==> src/rtl/pci_arb_pkg.sv <==
// pci_arb_pkg
// Shared definitions for the parameterised PCI bus arbiter:
//   arb_state_e - arbiter FSM states (park, turnaround gap, grant, bus busy)
//   MODE_RR / MODE_FIXED - arbitration mode selectors
//   CNT_W - width of the idle-bus timeout counter (covers IDLE_TIMEOUT up to 255)
//   wrap_inc() - modular increment used to start the round-robin search
package pci_arb_pkg;

    typedef enum logic [1:0] {
        StPark  = 2'd0,
        StGap   = 2'd1,
        StGrant = 2'd2,
        StBusy  = 2'd3
    } arb_state_e;

    localparam int unsigned MODE_RR    = 0;
    localparam int unsigned MODE_FIXED = 1;

    localparam int unsigned CNT_W = 8;

    function automatic int unsigned wrap_inc(input int unsigned idx, input int unsigned n);
        return (idx + 32'd1 >= n) ? 32'd0 : idx + 32'd1;
    endfunction

endpackage

==> src/rtl/pci_arbiter_param_if.sv <==
// pci_arbiter_param_if
// Bundles the PCI arbitration signals (all PCI-side signals active-low).
//   FRAME, IRDY  - bus activity, driven by the current bus master
//   REQ          - per-master request
//   GNT          - per-master grant (registered in the arbiter)
//   OWNER        - index of the current or most recently granted master
//   TIMEOUT_EVT  - one-clock pulse when a grant is revoked for not starting
// Modports: master = agents on the bus, slave = the arbiter.
interface pci_arbiter_param_if #(
    parameter int unsigned NUM_MASTERS = 4
);
    localparam int unsigned IdxW = $clog2(NUM_MASTERS);

    logic                   FRAME;
    logic                   IRDY;
    logic [NUM_MASTERS-1:0] REQ;
    logic [NUM_MASTERS-1:0] GNT;
    logic [IdxW-1:0]        OWNER;
    logic                   TIMEOUT_EVT;

    modport master (
        output FRAME,
        output IRDY,
        output REQ,
        input  GNT,
        input  OWNER,
        input  TIMEOUT_EVT
    );

    modport slave (
        input  FRAME,
        input  IRDY,
        input  REQ,
        output GNT,
        output OWNER,
        output TIMEOUT_EVT
    );

endinterface

==> src/rtl/pci_arb_pick.sv <==
// pci_arb_pick
// Combinational rotate-priority encoder.
//   req_i   - active-high request vector
//   start_i - first index searched in rotating mode (search wraps N-1 -> 0)
//   fixed_i - 1: ignore start_i, lowest index wins
//   valid_o - at least one request present
//   idx_o   - winning index
module pci_arb_pick #(
    parameter  int unsigned NUM_MASTERS = 4,
    localparam int unsigned IdxW        = $clog2(NUM_MASTERS)
) (
    input  logic [NUM_MASTERS-1:0] req_i,
    input  logic [IdxW-1:0]        start_i,
    input  logic                   fixed_i,
    output logic                   valid_o,
    output logic [IdxW-1:0]        idx_o
);

    int unsigned base;
    int unsigned cand;

    always_comb begin
        valid_o = 1'b0;
        idx_o   = '0;
        cand    = 32'd0;
        base    = fixed_i ? 32'd0 : 32'(start_i);
        // Walk offsets 0..N-1 from base; first hit is the winner.
        for (int unsigned k = 0; k < NUM_MASTERS; k++) begin
            cand = (base + k) % NUM_MASTERS;
            if (!valid_o && req_i[IdxW'(cand)]) begin
                valid_o = 1'b1;
                idx_o   = IdxW'(cand);
            end
        end
    end

endmodule

==> src/rtl/pci_arbiter_param.sv <==
// pci_arbiter_param
// Parameterised PCI central arbiter with bus parking, turnaround gap, hidden
// arbitration during a transaction and an idle-bus grant timeout.
//   CLK    - PCI clock, rising edge
//   RESET  - synchronous, active-low
//   bus    - slave side of pci_arbiter_param_if (FRAME/IRDY/REQ in, GNT/OWNER/TIMEOUT_EVT out)
// Parameters: NUM_MASTERS (2..16), MODE (MODE_RR / MODE_FIXED), PARK_MASTER,
// IDLE_TIMEOUT (2..255 idle clocks allowed before an unused grant is revoked).
module pci_arbiter_param
    import pci_arb_pkg::*;
#(
    parameter int unsigned NUM_MASTERS  = 4,
    parameter int unsigned MODE         = MODE_RR,
    parameter int unsigned PARK_MASTER  = 0,
    parameter int unsigned IDLE_TIMEOUT = 16
) (
    input logic                CLK,
    input logic                RESET,
    pci_arbiter_param_if.slave bus
);

    localparam int unsigned      IdxW       = $clog2(NUM_MASTERS);
    localparam logic [IdxW-1:0]  ParkIdx    = IdxW'(PARK_MASTER);
    localparam logic [CNT_W-1:0] TimeoutCnt = CNT_W'(IDLE_TIMEOUT);

    arb_state_e             state_q, state_d;
    logic [NUM_MASTERS-1:0] gnt_q, gnt_d;
    logic [IdxW-1:0]        owner_q, owner_d;
    logic [IdxW-1:0]        winner_q, winner_d;
    logic [IdxW-1:0]        rr_q, rr_d;       // last granted index
    logic [CNT_W-1:0]       cnt_q, cnt_d;
    logic                   seen_q, seen_d;   // bus sampled idle since grant
    logic                   tevt_q, tevt_d;

    logic [NUM_MASTERS-1:0] req;
    logic [NUM_MASTERS-1:0] own_mask;
    logic [NUM_MASTERS-1:0] pick_req;
    logic                   bus_idle;
    logic                   any_req;
    logic                   own_req;
    logic                   pick_valid;
    logic [IdxW-1:0]        pick_start;
    logic [IdxW-1:0]        pick_idx;
    logic [CNT_W-1:0]       cnt_inc;
    logic                   rearb;

    function automatic logic [NUM_MASTERS-1:0] gnt_for(input logic [IdxW-1:0] idx);
        return ~(NUM_MASTERS'(1) << idx);
    endfunction

    assign req        = ~bus.REQ;
    assign bus_idle   = bus.FRAME & bus.IRDY;
    assign any_req    = |req;
    assign own_req    = req[owner_q];
    // A master losing its grant in GRANT must not win the re-arbitration it caused.
    assign own_mask   = (state_q == StGrant) ? (NUM_MASTERS'(1) << owner_q) : '0;
    assign pick_req   = req & ~own_mask;
    assign pick_start = IdxW'(wrap_inc(32'(rr_q), NUM_MASTERS));
    assign cnt_inc    = cnt_q + 1'b1;

    pci_arb_pick #(
        .NUM_MASTERS(NUM_MASTERS)
    ) u_pick (
        .req_i   (pick_req),
        .start_i (pick_start),
        .fixed_i (MODE == MODE_FIXED),
        .valid_o (pick_valid),
        .idx_o   (pick_idx)
    );

    always_comb begin
        state_d  = state_q;
        gnt_d    = gnt_q;
        owner_d  = owner_q;
        winner_d = winner_q;
        rr_d     = rr_q;
        cnt_d    = cnt_q;
        seen_d   = seen_q;
        tevt_d   = 1'b0;
        rearb    = 1'b0;

        unique case (state_q)
            StPark: begin
                if (pick_valid) begin
                    if (pick_idx == ParkIdx) begin
                        // Parked master already drives the bus; no turnaround needed.
                        state_d = StGrant;
                        owner_d = pick_idx;
                        rr_d    = pick_idx;
                        cnt_d   = '0;
                        seen_d  = 1'b0;
                    end else begin
                        state_d  = StGap;
                        gnt_d    = '1;
                        winner_d = pick_idx;
                    end
                end
            end
            StGap: begin
                state_d = StGrant;
                gnt_d   = gnt_for(winner_q);
                owner_d = winner_q;
                rr_d    = winner_q;
                cnt_d   = '0;
                seen_d  = 1'b0;
            end
            StGrant: begin
                if (bus_idle) begin
                    seen_d = 1'b1;
                end
                if (!bus.FRAME && seen_q) begin
                    state_d = StBusy;
                    cnt_d   = '0;
                end else if (!own_req) begin
                    rearb = 1'b1;
                end else if (bus_idle && cnt_inc == TimeoutCnt) begin
                    tevt_d = 1'b1;
                    rr_d   = owner_q;
                    rearb  = 1'b1;
                end else if (bus_idle) begin
                    cnt_d = cnt_inc;
                end
            end
            StBusy: begin
                // Round-robin search starts past the owner, so the owner only wins
                // when nobody else asks; in fixed mode it keeps GNT while it has priority.
                if (pick_valid && pick_idx != owner_q) begin
                    state_d = StGrant;
                    gnt_d   = gnt_for(pick_idx);
                    owner_d = pick_idx;
                    rr_d    = pick_idx;
                    cnt_d   = '0;
                    seen_d  = 1'b0;
                end else if (!any_req && bus_idle) begin
                    state_d = StPark;
                    gnt_d   = gnt_for(ParkIdx);
                    owner_d = ParkIdx;
                    cnt_d   = '0;
                    seen_d  = 1'b0;
                end
            end
            default: begin
                state_d = StPark;
            end
        endcase

        if (rearb) begin
            if (pick_valid) begin
                state_d  = StGap;
                gnt_d    = '1;
                winner_d = pick_idx;
            end else begin
                state_d = StPark;
                gnt_d   = gnt_for(ParkIdx);
                owner_d = ParkIdx;
                cnt_d   = '0;
                seen_d  = 1'b0;
            end
        end
    end

    always_ff @(posedge CLK) begin
        if (!RESET) begin
            state_q  <= StPark;
            gnt_q    <= gnt_for(ParkIdx);
            owner_q  <= ParkIdx;
            winner_q <= ParkIdx;
            rr_q     <= '0;
            cnt_q    <= '0;
            seen_q   <= 1'b0;
            tevt_q   <= 1'b0;
        end else begin
            state_q  <= state_d;
            gnt_q    <= gnt_d;
            owner_q  <= owner_d;
            winner_q <= winner_d;
            rr_q     <= rr_d;
            cnt_q    <= cnt_d;
            seen_q   <= seen_d;
            tevt_q   <= tevt_d;
        end
    end

    assign bus.GNT         = gnt_q;
    assign bus.OWNER       = owner_q;
    assign bus.TIMEOUT_EVT = tevt_q;

endmodule

==> src/flat_wrapper.sv <==
// flat-port wrapper written by rule: the top's interface ports become plain ports
module pci_arbiter_param_flat import pci_arb_pkg::*;
#(
    parameter int unsigned NUM_MASTERS  = 4,
    parameter int unsigned MODE         = MODE_RR,
    parameter int unsigned PARK_MASTER  = 0,
    parameter int unsigned IDLE_TIMEOUT = 16
)
  (CLK, RESET, bus_FRAME, bus_IRDY, bus_REQ, bus_GNT, bus_OWNER, bus_TIMEOUT_EVT);
  pci_arbiter_param_if #(.NUM_MASTERS(NUM_MASTERS)) bus_i ();
  input logic CLK;
  input logic RESET;
  input wire logic [$bits(bus_i.FRAME)-1:0] bus_FRAME;
  input wire logic [$bits(bus_i.IRDY)-1:0] bus_IRDY;
  input wire logic [$bits(bus_i.REQ)-1:0] bus_REQ;
  output wire logic [$bits(bus_i.GNT)-1:0] bus_GNT;
  output wire logic [$bits(bus_i.OWNER)-1:0] bus_OWNER;
  output wire logic [$bits(bus_i.TIMEOUT_EVT)-1:0] bus_TIMEOUT_EVT;
  assign bus_i.FRAME = bus_FRAME;
  assign bus_i.IRDY = bus_IRDY;
  assign bus_i.REQ = bus_REQ;
  assign bus_GNT = bus_i.GNT;
  assign bus_OWNER = bus_i.OWNER;
  assign bus_TIMEOUT_EVT = bus_i.TIMEOUT_EVT;
  pci_arbiter_param #(.NUM_MASTERS(NUM_MASTERS), .MODE(MODE), .PARK_MASTER(PARK_MASTER), .IDLE_TIMEOUT(IDLE_TIMEOUT)) u_core (.CLK(CLK), .RESET(RESET), .bus(bus_i));
endmodule
==> config.mk <==
export PLATFORM = sky130hd
export DESIGN_NAME = pci_arbiter_param_flat
export DESIGN_NICKNAME = d
export VERILOG_FILES = /design/src/rtl/pci_arb_pkg.sv /design/src/rtl/pci_arbiter_param_if.sv /design/src/rtl/pci_arb_pick.sv /design/src/rtl/pci_arbiter_param.sv /design/src/flat_wrapper.sv
export SDC_FILE = /design/constraint.sdc
export NUM_CORES = 1
export LEC_CHECK = 0
export ABC_AREA = 1
export BUFFER_PORTS_ARGS = -buffer_cell sky130_fd_sc_hd__buf_2
export CAP_MARGIN = 20
export CORE_MARGIN = 3
export CORE_UTILIZATION = 61
export CTS_CLUSTER_DIAMETER = 40
export DETAILED_ROUTE_END_ITERATION = 8
export PLACE_DENSITY = 0.8
export SYNTH_ARGS = -nofsm -noshare
export SYNTH_HDL_FRONTEND = slang
export SYNTH_SLANG_ARGS = --single-unit
export TNS_END_PERCENT = 20
==> constraint.sdc <==
create_clock -name CLK -period 3.2 [get_ports CLK]
set_input_delay 0.16 -clock CLK [delete_from_list [all_inputs] [get_ports CLK]]
set_output_delay 0.16 -clock CLK [all_outputs]
set_load 0.005 [all_outputs]
# Word level (Yosys, flattened, before mapping)
# Cells that the tools add are included.
[classes]
n_addsub = 5
magnitude_cmp = 6
n_eq_ne = 15
shift = 3
muxes = 77
bitwise_logic = 9
n_reduce_logical = 20
[ops]
columns = ["cell", "n"]
rows = [
  ["8-bit 2-to-1 mux", 10],
  ["2-bit 2-to-1 mux", 28],
  ["8-bit case mux with 4 select lines", 1],
  ["4-bit 2-to-1 mux", 6],
  ["1-bit 2-to-1 mux", 22],
  ["4-bit inverter", 4],
  ["2-bit case mux with 4 select lines", 2],
  ["2-bit by 3-bit < comparator with 1-bit output, second input constant", 5],
  ["4-bit case mux with 3 select lines", 1],
  ["1-bit by 2-bit << shifter with 4-bit output, first input constant", 3],
  ["1-bit binary-select mux with 2-bit select", 5],
  ["8-bit by 1-bit adder with 8-bit output, second input constant", 1],
  ["8-bit by 5-bit equality test with 1-bit output, second input constant", 1],
  ["2-bit by 1-bit != test with 1-bit output, second input constant", 4],
  ["4-bit OR reduction", 2],
  ["1-bit logical AND", 7],
  ["3-bit by 2-bit != test with 1-bit output, second input constant", 2],
  ["2-bit case mux with 3 select lines", 1],
  ["6-bit AND reduction", 1],
  ["1-bit logical NOT", 5],
  ["2-bit adder, second input constant", 2],
  ["4-bit bitwise AND", 1],
  ["2-bit equality test, second input constant", 2],
  ["2-bit logical NOT", 2],
  ["other kinds (14)", 17],
]
[word_totals]
regBits = 22
in_bits = 8
out_inout_bits = 7
elab_cells = 143

# Logic depth before layout (Yosys ltp)
# Gate-level depths: netlist of run 1.
[depth]
depth_word = 22
depth_mapped = 23
ltp_nobuf = 22

# Modules after synthesis
# A second synthesis of run 1 with hierarchy kept.
[unflattened]
cells_unflattened = 344
hier_area_um2 = 2103.3
[modules_own_cells]
columns = ["mod", "n_inst", "cells_per_inst", "area_each_um2", "seq_area_each_um2"]
rows = [
  ["pci_arbiter_param", 1, 280, 1793.0, 440.4],
  ["pci_arb_pick", 1, 64, 310.3, 0.0],
]

# Least setup slack after synthesis of run 1
# OpenSTA, ideal clock, no wires.
[synth_path]
path_type = "reg2reg"
start = "reg u_core.rr_q[0]"
end = "reg u_core.gnt_q[0], in the netlist u_core.bus.GNT[0]"
setup_time_ns = 0.113
arrival_time_ns = 2.253
required_time_ns = 3.087
path_slack_ns = 0.834
stages_incl_launch_ff = 22
path_buffers = 0
period_less_slack_ns = 2.366
cell_sequence = "dfxtp_1 ha_1 inv_1 nand2_1 nand2_2 nand3_1 nand2_2 nand2_1 nor2_2 nand3_1 nand2_2 nand2_1 nand2_1 inv_2 nand2_4 nand2_4 nand3_4 nand2_2 nor2_4 nand2_2 nand2_1 nor2_1"
[synth_between]
elab_chain_len = 20
word_cells_on_any_way = 41
classes_between = "add/sub: 4; order compare: 1; eq/ne: 4; shift: 1; mux: 21; bitwise: 1; reduce/logical: 9"
[synth_rtl]
columns = ["item", "line_no", "text"]
rows = [
  ["from (decl)", "pci_arbiter_param.sv:30", "logic [IdxW-1:0] rr_q, rr_d;"],
  ["from (signal assigned)", "pci_arbiter_param.sv:177", "rr_q <= rr_d;"],
  ["2-bit by 1-bit adder with 3-bit output *", "pci_arb_pkg.sv:22", "return (idx + 32'd1 >= n) ? 32'd0 : idx + 32'd1;"],
  ["3-bit greater-or-equal comparator", "pci_arb_pkg.sv:22", ""],
  ["2-bit 2-to-1 mux *", "pci_arb_pkg.sv:22", ""],
  ["branches (longest 17 deep; another with 2-bit by 1-bit adder with 2-bit output)", "n/a", ""],
  ["to (signal assigned)", "pci_arbiter_param.sv:165", "gnt_q <= gnt_for(ParkIdx);"],
  ["to (signal assigned)", "pci_arbiter_param.sv:174", "gnt_q <= gnt_d;"],
  ["to (decl)", "pci_arbiter_param.sv:27", "logic [NUM_MASTERS-1:0] gnt_q, gnt_d;"],
]
# Every way passes the cells marked *. The select of a mux whose other input is x is not followed.
# A chain may end at the register's enable or synchronous reset.

# Worst setup path after layout of run 1
[layout_path]
start = "reg u_core.state_q[0]"
end = "reg u_core.rr_q[1]"
[layout_between]
elab_chain_len = 20
word_cells_on_any_way = 43
classes_between = "eq/ne: 10; mux: 21; bitwise: 2; reduce/logical: 10"
[layout_rtl]
columns = ["item", "line_no", "text"]
rows = [
  ["from (decl)", "pci_arbiter_param.sv:26", "arb_state_e state_q, state_d;"],
  ["from (signal assigned)", "pci_arbiter_param.sv:164", "state_q <= StPark;"],
  ["from (signal assigned)", "pci_arbiter_param.sv:173", "state_q <= state_d;"],
  ["2-bit equality test", "pci_arbiter_param.sv:56, pci_arbiter_param.sv:82", ""],
  ["4-bit 2-to-1 mux", "pci_arbiter_param.sv:56", "assign own_mask = (state_q == StGrant) ? (NUM_MASTERS'(1) << owner_q) : '0;"],
  ["4-bit inverter", "pci_arbiter_param.sv:57", "assign pick_req = req & ~own_mask;"],
  ["4-bit bitwise AND", "pci_arbiter_param.sv:57", ""],
  ["1-bit binary-select mux with 2-bit select", "pci_arb_pick.sv:30", "if (!valid_o && req_i[IdxW'(cand)]) begin"],
  ["1-bit 2-to-1 mux (implied by the code)", "pci_arb_pick.sv:30", ""],
  ["1-bit 2-to-1 mux", "pci_arb_pick.sv:30", ""],
  ["1-bit logical NOT", "pci_arb_pick.sv:30", ""],
  ["(+4 left out)", "n/a", ""],
  ["1-bit 2-to-1 mux", "pci_arb_pick.sv:30", ""],
  ["1-bit logical NOT", "pci_arb_pick.sv:30", ""],
  ["1-bit logical AND", "pci_arb_pick.sv:30", ""],
  ["2-bit 2-to-1 mux", "pci_arb_pick.sv:30", ""],
  ["2-bit != test", "pci_arbiter_param.sv:127", "if (pick_valid && pick_idx != owner_q) begin"],
  ["1-bit logical AND", "pci_arbiter_param.sv:127", ""],
  ["2-bit by 1-bit != test with 1-bit output (no source line)", "n/a", ""],
  ["6-bit AND reduction (no source line)", "n/a", ""],
]
# Parallel ways exist; a longest one is shown, timed or not. The select of a mux whose other input is x is not followed.

==> impl_metrics.env, run 1 <==
export IMPL_die_h_um=64.8
export IMPL_max_slew_margin=0.638
export IMPL_path_buf_inv=2
export IMPL_drt_iter0_markers=232
export IMPL_antenna_found_initial=0
export IMPL_n_fill_cell=311
export IMPL_startpoint_type="flip-flop"
export IMPL_worstRegToRegCells=19
export IMPL_diodes=0
export IMPL_areaGrowthSynthToFinish_pct=6.22
export IMPL_cts_resized=0
export IMPL_tns_ps=0
export IMPL_grt_pass1_vias=2062
export IMPL_grt_pass1_wl_mm=9.17
export IMPL_rows=20
export IMPL_drv_slew=0
export IMPL_postCtsHoldBufs=0
export IMPL_status="completed"
export IMPL_worst_ep_arrival_time_ps=2960
export IMPL_hold_path_class="input pin to flip-flop"
export IMPL_vdd_drop_max_mv=0.703
export IMPL_skew_ps=13.9
export IMPL_r2r_slack_ps=450
export IMPL_async_reset_ff_frac=0
export IMPL_floorplan_initialDensity=0.665
export IMPL_cap_violations=0
export IMPL_die_area_mm2=0.00420
export IMPL_power_leakage_nw=0.956
export IMPL_critPathTopFamily="simple AND/OR/NAND/NOR gates"
export IMPL_hold_depth=2
export IMPL_fp_coreArea_mm2=0.00318
export IMPL_critPathRequiredTime_ps=3410
export IMPL_stdcell_area_mm2=0.00224
export IMPL_cts_root_buf="clkbuf_4"
export IMPL_grt_max_degree=14
export IMPL_synthCells=339
export IMPL_setup_violations=0
export IMPL_post_dp_cell_area_mm2=0.00219
export IMPL_tightest_slew_ps=543
export IMPL_track_usage=0.273
export IMPL_synth_area_mm2=0.00211
export IMPL_drive_gt1_frac=0.171
export IMPL_clk_pin_slew_worst_paths_ps=130
export IMPL_finalCritPeriodShare=0.859
export IMPL_path_class="flip-flop to flip-flop"
export IMPL_hold_path_startpoint="RESET"
export IMPL_synth_top_cell_by_area="dfxtp_1"
export IMPL_synth_area_top_cells="dfxtp_1, nand2_1, nand3_1"
export IMPL_fin_nets=367
export IMPL_yosysSeqAreaShare=0.209
export IMPL_cts_made_buffers=3
export IMPL_postRouteAntennaNets=0
export IMPL_cp_slowest_stage_delay_ps=370
export IMPL_clock_sinks=22
export IMPL_via_count=2207
export IMPL_min_to="u_core.bus.GNT[2]"
export IMPL_synth_top_area_frac=0.209
export IMPL_avgSynthCellArea_um2=6.23
export IMPL_min_period_ps=2750
export IMPL_synth_ff_type="dfxtp_1"
export IMPL_cp_slowest_cell="ha_1"
export IMPL_synth_edf_count=0
export IMPL_place_hpwl_mm=3.93
export IMPL_ioPinCount=15
export IMPL_routedWlPerCell_um=13.0
export IMPL_worstReg2RegStart="u_core.state_q[0]"
export IMPL_cp_common_cell="nand2_1"
export IMPL_gp_congestion=0.946
export IMPL_vias_per_cell=5.60
export IMPL_reg2reg_to="u_core.rr_q[1]"
export IMPL_ys_types=36
export IMPL_ctsLongestPathBuffers=2
export IMPL_power_per_cell_area_mw_per_mm2=947
export IMPL_yosys_warnings=0
export IMPL_port_buffers=14
export IMPL_drt_first_pass_iters=4
export IMPL_endpoint_kind="flip-flop"
export IMPL_htreeDepth=1
export IMPL_path_max_fanout=8
export IMPL_max_freq_mhz=364
export IMPL_overflow=0
export IMPL_post_cts_buffers=0
export IMPL_synth_nets=355
export IMPL_die_w_um=64.8
export IMPL_drt_wl_total_mm=5.13
export IMPL_finalHoldViolCount=0
export IMPL_drcViolationCount=0
export IMPL_insertion_delay_ps=310
export IMPL_rsz0062_at_grt="no"
export IMPL_crit_chain="inv_1, ha_1, nand3_1, nand3_1, nand3_2, nand2_2, nand2_1, nor2_2, nand3_1, nand2_2, nand2_1, nand2_1, inv_2, nand2_4, a21oi_2, nor3_2, nand2_1, nand2_1, nor2_1"
export IMPL_synth_seq_cells=22
export IMPL_cts_tree="yes"
-- worst max-delay path by stage --
stage / startpoint / end / cells after the start
2_1_floorplan: u_core.rr_q[0] / u_core.bus.GNT[0] / 21
3_3_place_gp: u_core.rr_q[0] / u_core.bus.GNT[0] / 21
3_5_place_dp: u_core.rr_q[0] / u_core.bus.GNT[0] / 21
4_1_cts: u_core.state_q[0] / u_core.rr_q[1] / 19
5_1_grt: u_core.state_q[0] / u_core.bus.GNT[0] / 21
6_report: u_core.state_q[0] / u_core.rr_q[1] / 19
-- registers in the layout (all words and copies together) (netlist names), named ones only --
signal / cells
u_core.bus.GNT: 4
u_core.state_q: 2
u_core.cnt_q: 8
u_core.bus.OWNER: 2
u_core.bus.TIMEOUT_EVT: 1
u_core.rr_q: 2
u_core.seen_q: 1
-- synthesized netlist by cell type (2+ instances only) --
master,instances
o21ai_2,2
dfxtp_1,22
nor2_2,3
inv_2,5
nor3_2,2
nand2_4,4
o21ai_0,18
o211ai_1,2
xor2_1,5
nand4_1,9
nand3b_1,2
clkbuf_1,3
a21oi_2,2
nand2_1,85
o21ai_1,8
ha_1,8
inv_1,36
nor2_4,3
a21oi_1,27
nand2_2,10
nand3_2,5
nand3_1,33
nor2_1,24
buf_6,3
nor3_1,7
-- final cells by class --
class	instances	area, um2	share of cell area
Timing Repair Buffer	16	85.1	0.0379
Tap cell	44	55.1	0.0245
Sequential cell	22	440	0.196
Multi-Input combinational cell	266	1450	0.648
Clock buffer	3	22.5	0.0100
Clock inverter	1	30.0	0.0134
Inverter	42	158	0.0703
-- kinds of logic after synthesis --
group	after synthesis	share of synthesized area
buf+inv	51	0.104
simple gates	191	0.455
compound gates	62	0.165
flops	22	0.209
xor+xnor	5	0.0207
fa+ha+maj	8	0.0474
-- worst register-to-register path: stages (launching register included) --
cell	delay, ps
dfxtp_1	360
inv_1	140
ha_1	370
nand3_1	150
nand3_1	150
nand3_2	80
nand2_2	90
nand2_1	60
nor2_2	100
nand3_1	120
nand2_2	190
nand2_1	70
nand2_1	70
inv_2	40
nand2_4	90
a21oi_2	110
nor3_2	230
nand2_1	100
nand2_1	70
nor2_1	40
-- per-layer routing --
metal | routed length, um | global-route usage | part of all wire | vias up
li1 | - | - | - | 1138
met1 | 2510 | 0.387 | 0.49 | 977
met2 | 2250 | 0.419 | 0.44 | 84
met3 | 304 | 0.0416 | 0.059 | 8
met4 | 63 | 0.0923 | 0.012 | 0
met5 | 0 | 0 | 0 | -
-- per-stage QoR --
step | hold slack [ps] | setup slack, ps | utilization | total power, W | cells
2_1_floorplan | 444 | 834 | - | 0.00163 | 339
3_3_place_gp | 451 | 542 | 0.689 | 0.00187 | 390
3_5_place_dp | 459 | 519 | 0.689 | 0.00189 | 390
4_1_cts | 130 | 474 | 0.706 | 0.00213 | 394
5_1_grt | 124 | 90.2 | 0.706 | 0.00236 | 394
6_report | 149 | 451 | 0.706 | 0.00213 | 394
-- cells in the final DEF, fill, tap and decap left out, types with 2 or more instances in the layout --
master    synthesis  routed
nand2_1          85      85
inv_1            36      36
nand3_1          33      33
a21oi_1          27      27
nor2_1           24      24
dfxtp_1          22      22
o21ai_0          18      18
buf_2             1      14
nand2_2          10      10
nand4_1           9       9
o21ai_1           8       8
ha_1              8       8
nor3_1            7       7
inv_2             5       5
nand3_2           5       5
xor2_1            5       5
nand2_4           4       4
nor2_4            3       3
nor2_2            3       3
clkbuf_4          0       3
nor3_2            2       2
a21oi_2           2       2
o21ai_2           2       2
o211ai_1          2       2
nand3b_1          2       2
buf_4             1       2
-- report_power, final --
part | switching [W] | internal, W
registers | 0.0000524 | 0.000330
logic | 0.00102 | 0.000505
clock network | 0.0000868 | 0.000127
No activity file was read; power rests on OpenSTA's default activity.
==> inputs of run 2 (changes only) <==
SETUP_SLACK_MARGIN = 0.5   (was not set)
==> run 2 against run 1 <==
Routed wire length up 4.1%. Hold slack lost 13 ps. Die area stayed put. Clock skew increased by 1.0 ps. Non-clock buffer count grew 6. First-iteration DRC count up 12%. Utilization rose by 3.7 points. Fmax is 10% higher. Sequential cell count unchanged. Clock power about the same. Power increased by 6.3%.
==> impl_metrics.env, run 2 (same netlist as run 1, synthesis figures left out) <==
export IMPL_status="completed"
export IMPL_grt_pass1_vias=2062
export IMPL_tightest_slew_ps=543
export IMPL_drcViolationCount=0
export IMPL_port_buffers=14
export IMPL_antenna_found_initial=0
export IMPL_grt_pass1_wl_mm=9.17
export IMPL_startpoint_type="flip-flop"
export IMPL_fin_nets=373
export IMPL_drt_first_pass_iters=5
export IMPL_critPathRequiredTime_ps=3420
export IMPL_vias_per_cell=5.64
export IMPL_cp_slowest_stage_delay_ps=360
export IMPL_via_count=2256
export IMPL_tns_ps=0
export IMPL_rows=20
export IMPL_clock_sinks=22
export IMPL_cp_common_cell="nand2_1"
export IMPL_cts_made_buffers=3
export IMPL_grt_max_degree=14
export IMPL_clk_pin_slew_worst_paths_ps=130
export IMPL_skew_ps=14.9
export IMPL_largest_reg_flops=8
export IMPL_track_usage=0.273
export IMPL_htreeDepth=1
export IMPL_power_leakage_nw=0.994
export IMPL_n_fill_cell=296
export IMPL_drive_gt1_frac=0.225
export IMPL_ctsLongestPathBuffers=2
export IMPL_cts_tree="yes"
export IMPL_crit_chain="inv_2, ha_4, nand3_1, nand3_2, nand3_2, nand2_2, nand2_1, nor2_2, nand3_1, nand2_4, nand2_1, nand2_1, inv_2, nand2_4, a21oi_2, nor3_2, nand2_1, nand2_1, nor2_1"
export IMPL_endpoint_kind="flip-flop"
export IMPL_postRouteAntennaNets=0
export IMPL_drt_iter0_markers=259
export IMPL_die_w_um=64.8
export IMPL_diodes=0
export IMPL_gp_congestion=0.946
export IMPL_drt_wl_total_mm=5.34
export IMPL_die_area_mm2=0.00420
export IMPL_routedWlPerCell_um=13.3
export IMPL_worst_slack_ps=709
export IMPL_final_common_cell="nand2_1"
export IMPL_dpl_worst_slack_ps=519
export IMPL_finalCritPeriodShare=0.779
export IMPL_drv_slew=0
export IMPL_areaGrowthSynthToFinish_pct=11.7
export IMPL_regMostFlops="u_core.cnt_q"
export IMPL_path_max_fanout=8
export IMPL_hold_path_class="input pin to flip-flop"
export IMPL_max_slew_margin=0.638
export IMPL_die_h_um=64.8
export IMPL_vdd_drop_max_mv=0.677
export IMPL_max_freq_mhz=401
export IMPL_min_period_ps=2490
export IMPL_cts_root_buf="clkbuf_4"
export IMPL_final_cell_mix="nand2_1, inv_1, nand3_1, a21oi_1, nor2_1"
export IMPL_floorplan_initialDensity=0.665
export IMPL_finalHoldViolCount=0
export IMPL_place_hpwl_mm=3.93
export IMPL_setup_violations=0
export IMPL_ioPinCount=15
export IMPL_cp_slowest_cell="dfxtp_2"
export IMPL_overflow=0
export IMPL_cap_violations=0
export IMPL_power_per_cell_area_mw_per_mm2=958
export IMPL_rsz0062_at_grt="yes"
export IMPL_insertion_delay_ps=320
export IMPL_worst_ep_arrival_time_ps=2710
export IMPL_path_class="flip-flop to flip-flop"
export IMPL_fp_coreArea_mm2=0.00318
-- run 2: cell count changes in the layout (fill, tap and decap cells not counted), sizes merged --
cell	previous run	this run
buf	16	22
-- run 2: metal layers --
layer / wire length, um / track usage
met1: 2510 / 0.387
met2: 2400 / 0.419
met3: 334 / 0.0416
met4: 89 / 0.0923
met5: 0 / 0
-- run 2: worst max-delay path: cells and delay by family (launching register included) --
| kind | cells | cell delay, ps |
|---|---|---|
| AND/OR/NAND/NOR | 15 | 1540 |
| flip-flops | 1 | 360 |
| adder cells (fa/ha/maj) | 1 | 200 |
| buffers and inverters | 2 | 160 |
| AO/OA/AOI/OAI | 1 | 110 |
-- run 2: power breakdown --
part           switching [W]  internal, W  leakage, nW
Sequential         0.0000622     0.000336        0.183
Clock              0.0000891     0.000127       0.0279
Combinational        0.00106     0.000584        0.783
Total                0.00121      0.00105        0.994
-- run 2: cell type report --
class                           instances  area [um2]  area share
Clock inverter                          1        30.0      0.0127
Inverter                               42         158      0.0668
Sequential cell                        22         452       0.191
Timing Repair Buffer                   22         130      0.0551
Clock buffer                            3        22.5     0.00954
Multi-Input combinational cell        266        1510       0.641
Tap cell                               44        55.1      0.0233
-- run 2: worst paths after layout --
| path | start | to | slack (ps) | cells past startpoint |
|---|---|---|---|---|
| max | u_core.state_q[0] | u_core.rr_q[1] | 710 | 19 |
| min | RESET | u_core.bus.GNT[2] | 140 | 2 |
| max reg2reg | u_core.state_q[0] | u_core.rr_q[1] | 710 | 19 |
| min reg2reg | u_core.bus.GNT[2] | u_core.bus.GNT[2] | 480 | 2 |
-- run 2: timing repair --
item                                    4_1_cts  5_1_grt
setup buffers                                 0        6
resized for setup                             2       17
endpoints found under the setup margin        4       20
hold endpoints to repair                      0        0
hold buffers                                  0        0
pin swaps                                     0        3
cloned                                        0        0
-- run 2: per-stage QoR --
stage / cell area, um2 / instances / total power (W) / hold slack [ps] / util
2_1_floorplan: 2110 / 339 / 0.00163 / 444 / -
3_3_place_gp: 2190 / 390 / 0.00187 / 451 / 0.689
3_5_place_dp: 2190 / 390 / 0.00189 / 459 / 0.689
4_1_cts: 2250 / 394 / 0.00213 / 130 / 0.707
6_report: 2360 / 400 / 0.00226 / 136 / 0.743
5_1_grt: 2360 / 400 / 0.00249 / 124 / 0.743
==> inputs of run 3 (changes only) <==
clock period = 2.6 ns   (was 3.2 ns; I/O delays follow)
==> run 3 against run 2 <==
Clock-buffer cell count is the same. Sequential power grew 21%. Sequential cell count unchanged. Setup slack got worse by 650 ps. Sequential share of layout area is 2.9 points lower. Via count increased by 20%. Clock skew decreased by 1.8 ps. Non-clock buffer count up 21. Hold slack worse by 29 ps. Largest power group unchanged.
==> impl_metrics.env, run 3 (same netlist as run 1, synthesis figures left out) <==
export IMPL_status="completed"
export IMPL_cts_tree="yes"
export IMPL_worstReg2RegStart="u_core.rr_q[0]"
export IMPL_clk_pin_slew_worst_paths_ps=120
export IMPL_rsz0062_at_grt="yes"
export IMPL_r2r_slack_ps=50
export IMPL_critPathRequiredTime_ps=2880
export IMPL_crit_chain="ha_4, inv_1, nand2_4, nand2_1, nand2_2, buf_4, a21oi_2, a21oi_1, nand2_1, inv_1, nand2_4, nand2_1, nand2_1, inv_2, nand2_4, buf_4, nand4_1, nand2_1, nand2_1, nand2_2, nand2_1, nor2_1"
export IMPL_worst_ep_arrival_time_ps=2830
export IMPL_startpoint_type="flip-flop"
export IMPL_largest_reg_flops=8
export IMPL_cts_root_buf="clkbuf_4"
export IMPL_cp_common_cell="nand2_1"
export IMPL_hold_worst_slack_ps=107
export IMPL_path_max_fanout=6
export IMPL_die_h_um=64.8
export IMPL_rows=20
export IMPL_drcViolationCount=0
export IMPL_die_w_um=64.8
export IMPL_finalHoldViolCount=0
export IMPL_diodes=0
export IMPL_htreeDepth=1
export IMPL_gp_congestion=0.923
export IMPL_hold_path_startpoint="RESET"
export IMPL_ctsLongestPathBuffers=2
export IMPL_power_per_cell_area_mw_per_mm2=1380
export IMPL_via_count=2711
export IMPL_min_period_ps=2550
export IMPL_power_leakage_nw=1.15
export IMPL_reg2reg_to="u_core.bus.GNT[0]"
export IMPL_grt_pass1_wl_mm=10.6
export IMPL_fin_nets=394
export IMPL_vias_per_cell=6.44
export IMPL_hold_path_class="input pin to flip-flop"
export IMPL_startpoint="u_core.rr_q[0]"
export IMPL_cap_violations=0
export IMPL_drt_wl_total_mm=7.53
export IMPL_ioPinCount=15
export IMPL_regMostFlops="u_core.cnt_q"
export IMPL_port_buffers=14
export IMPL_grt_max_degree=14
export IMPL_finalCritPeriodShare=0.979
export IMPL_final_common_cell="nand2_1"
export IMPL_grt_pass1_vias=2359
export IMPL_routedWlPerCell_um=17.9
export IMPL_skew_ps=13.1
export IMPL_endpoint_kind="flip-flop"
export IMPL_tightest_slew_ps=540
export IMPL_cp_endpoint="u_core.bus.GNT[0]"
export IMPL_cp_slowest_cell="dfxtp_4"
export IMPL_antenna_found_initial=0
export IMPL_vdd_drop_max_mv=0.922
export IMPL_max_slew_margin=0.640
export IMPL_drv_slew=0
export IMPL_n_fill_cell=180
export IMPL_cp_slowest_stage_delay_ps=380
export IMPL_drt_first_pass_iters=5
export IMPL_overflow=0
export IMPL_drt_iter0_markers=427
export IMPL_cts_made_buffers=3
export IMPL_floorplan_initialDensity=0.665
export IMPL_max_freq_mhz=393
export IMPL_fp_coreArea_mm2=0.00318
export IMPL_place_hpwl_mm=4.04
export IMPL_clock_sinks=22
export IMPL_drive_gt1_frac=0.345
export IMPL_tns_ps=0
export IMPL_areaGrowthSynthToFinish_pct=31.7
export IMPL_track_usage=0.318
export IMPL_postRouteAntennaNets=0
export IMPL_die_area_mm2=0.00420
export IMPL_path_class="flip-flop to flip-flop"
export IMPL_power_w=0.00384
export IMPL_final_cell_mix="nand2_1, inv_1, a21oi_1, nand3_1"
export IMPL_postCtsHoldBufs=0
export IMPL_worstRegToRegCells=22
export IMPL_insertion_delay_ps=340
export IMPL_setup_violations=0
[run 3: cell types whose count changed in the layout (fill, tap and decap cells not counted), moves of 3 or more]
cell,change
nand2_1,-14
buf_4,+13
nand2_2,+10
nand3_1,-8
buf_6,+6
nand3_2,+4
nand3_4,+4
nor2_1,-3
nor2_4,+3
nor3_4,+3
[run 3: power breakdown]
part,switching [W],total [W],internal [W]
combinational,0.00182,0.00308,0.00126
sequential,0.0000668,0.000482,0.000415
clock,0.000121,0.000277,0.000156
total,0.00201,0.00384,0.00183
[run 3: worst max-delay path: cells and delay by family (launching register included)]
kind | cells | cell delay [ps]
AND/OR/NAND/NOR | 14 | 1190
flip-flops | 1 | 380
buffers and inverters | 5 | 550
adder cells (fa/ha/maj) | 1 | 170
AO/OA/AOI/OAI | 2 | 200
[run 3: stage by stage]
stage / area, um2 / utilization / setup WS (ps) / cells
2_1_floorplan: 2170 / - / 392 / 339
3_3_place_gp: 2300 / 0.725 / 119 / 398
3_5_place_dp: 2300 / 0.725 / 69.5 / 398
4_1_cts: 2540 / 0.799 / 230 / 414
5_1_grt: 2780 / 0.875 / -56.8 / 421
6_report: 2780 / 0.875 / 54.4 / 421
[run 3: final cells by class]
cell class,count,area (um2),area share
Sequential cell,22,453,0.163
Tap cell,44,55.1,0.0198
Clock inverter,1,30.0,0.0108
Multi-Input combinational cell,266,1720,0.619
Inverter,42,163,0.0585
Timing Repair Buffer,43,335,0.121
Clock buffer,3,22.5,0.00810
[run 3: repair_timing]
item / in CTS / in global routing
buffers inserted: 12 / 7
gates resized for setup: 20 / 44
endpoints found under the hold margin: 0 / 0
setup endpoints to repair: 21 / 21
pin swaps: 23 / 26
[run 3: how the worst min path moves through the flow]
stage | to | slack (ps) | cells after the start
2_1_floorplan | bus_TIMEOUT_EVT | 410 | 0
3_3_place_gp | u_core.bus.GNT[2] | 430 | 2
3_5_place_dp | u_core.bus.GNT[2] | 430 | 2
4_1_cts | u_core.bus.GNT[2] | 100 | 2
5_1_grt | u_core.bus.GNT[3] | 110 | 2
6_report | u_core.bus.GNT[2] | 110 | 2
[run 3: layer usage]
metal | GRT usage | part of all wire
met1 | 0.402 | 0.39
met3 | 0.0555 | 0.098
met5 | 0 | 0
met4 | 0.148 | 0.053
met2 | 0.520 | 0.46
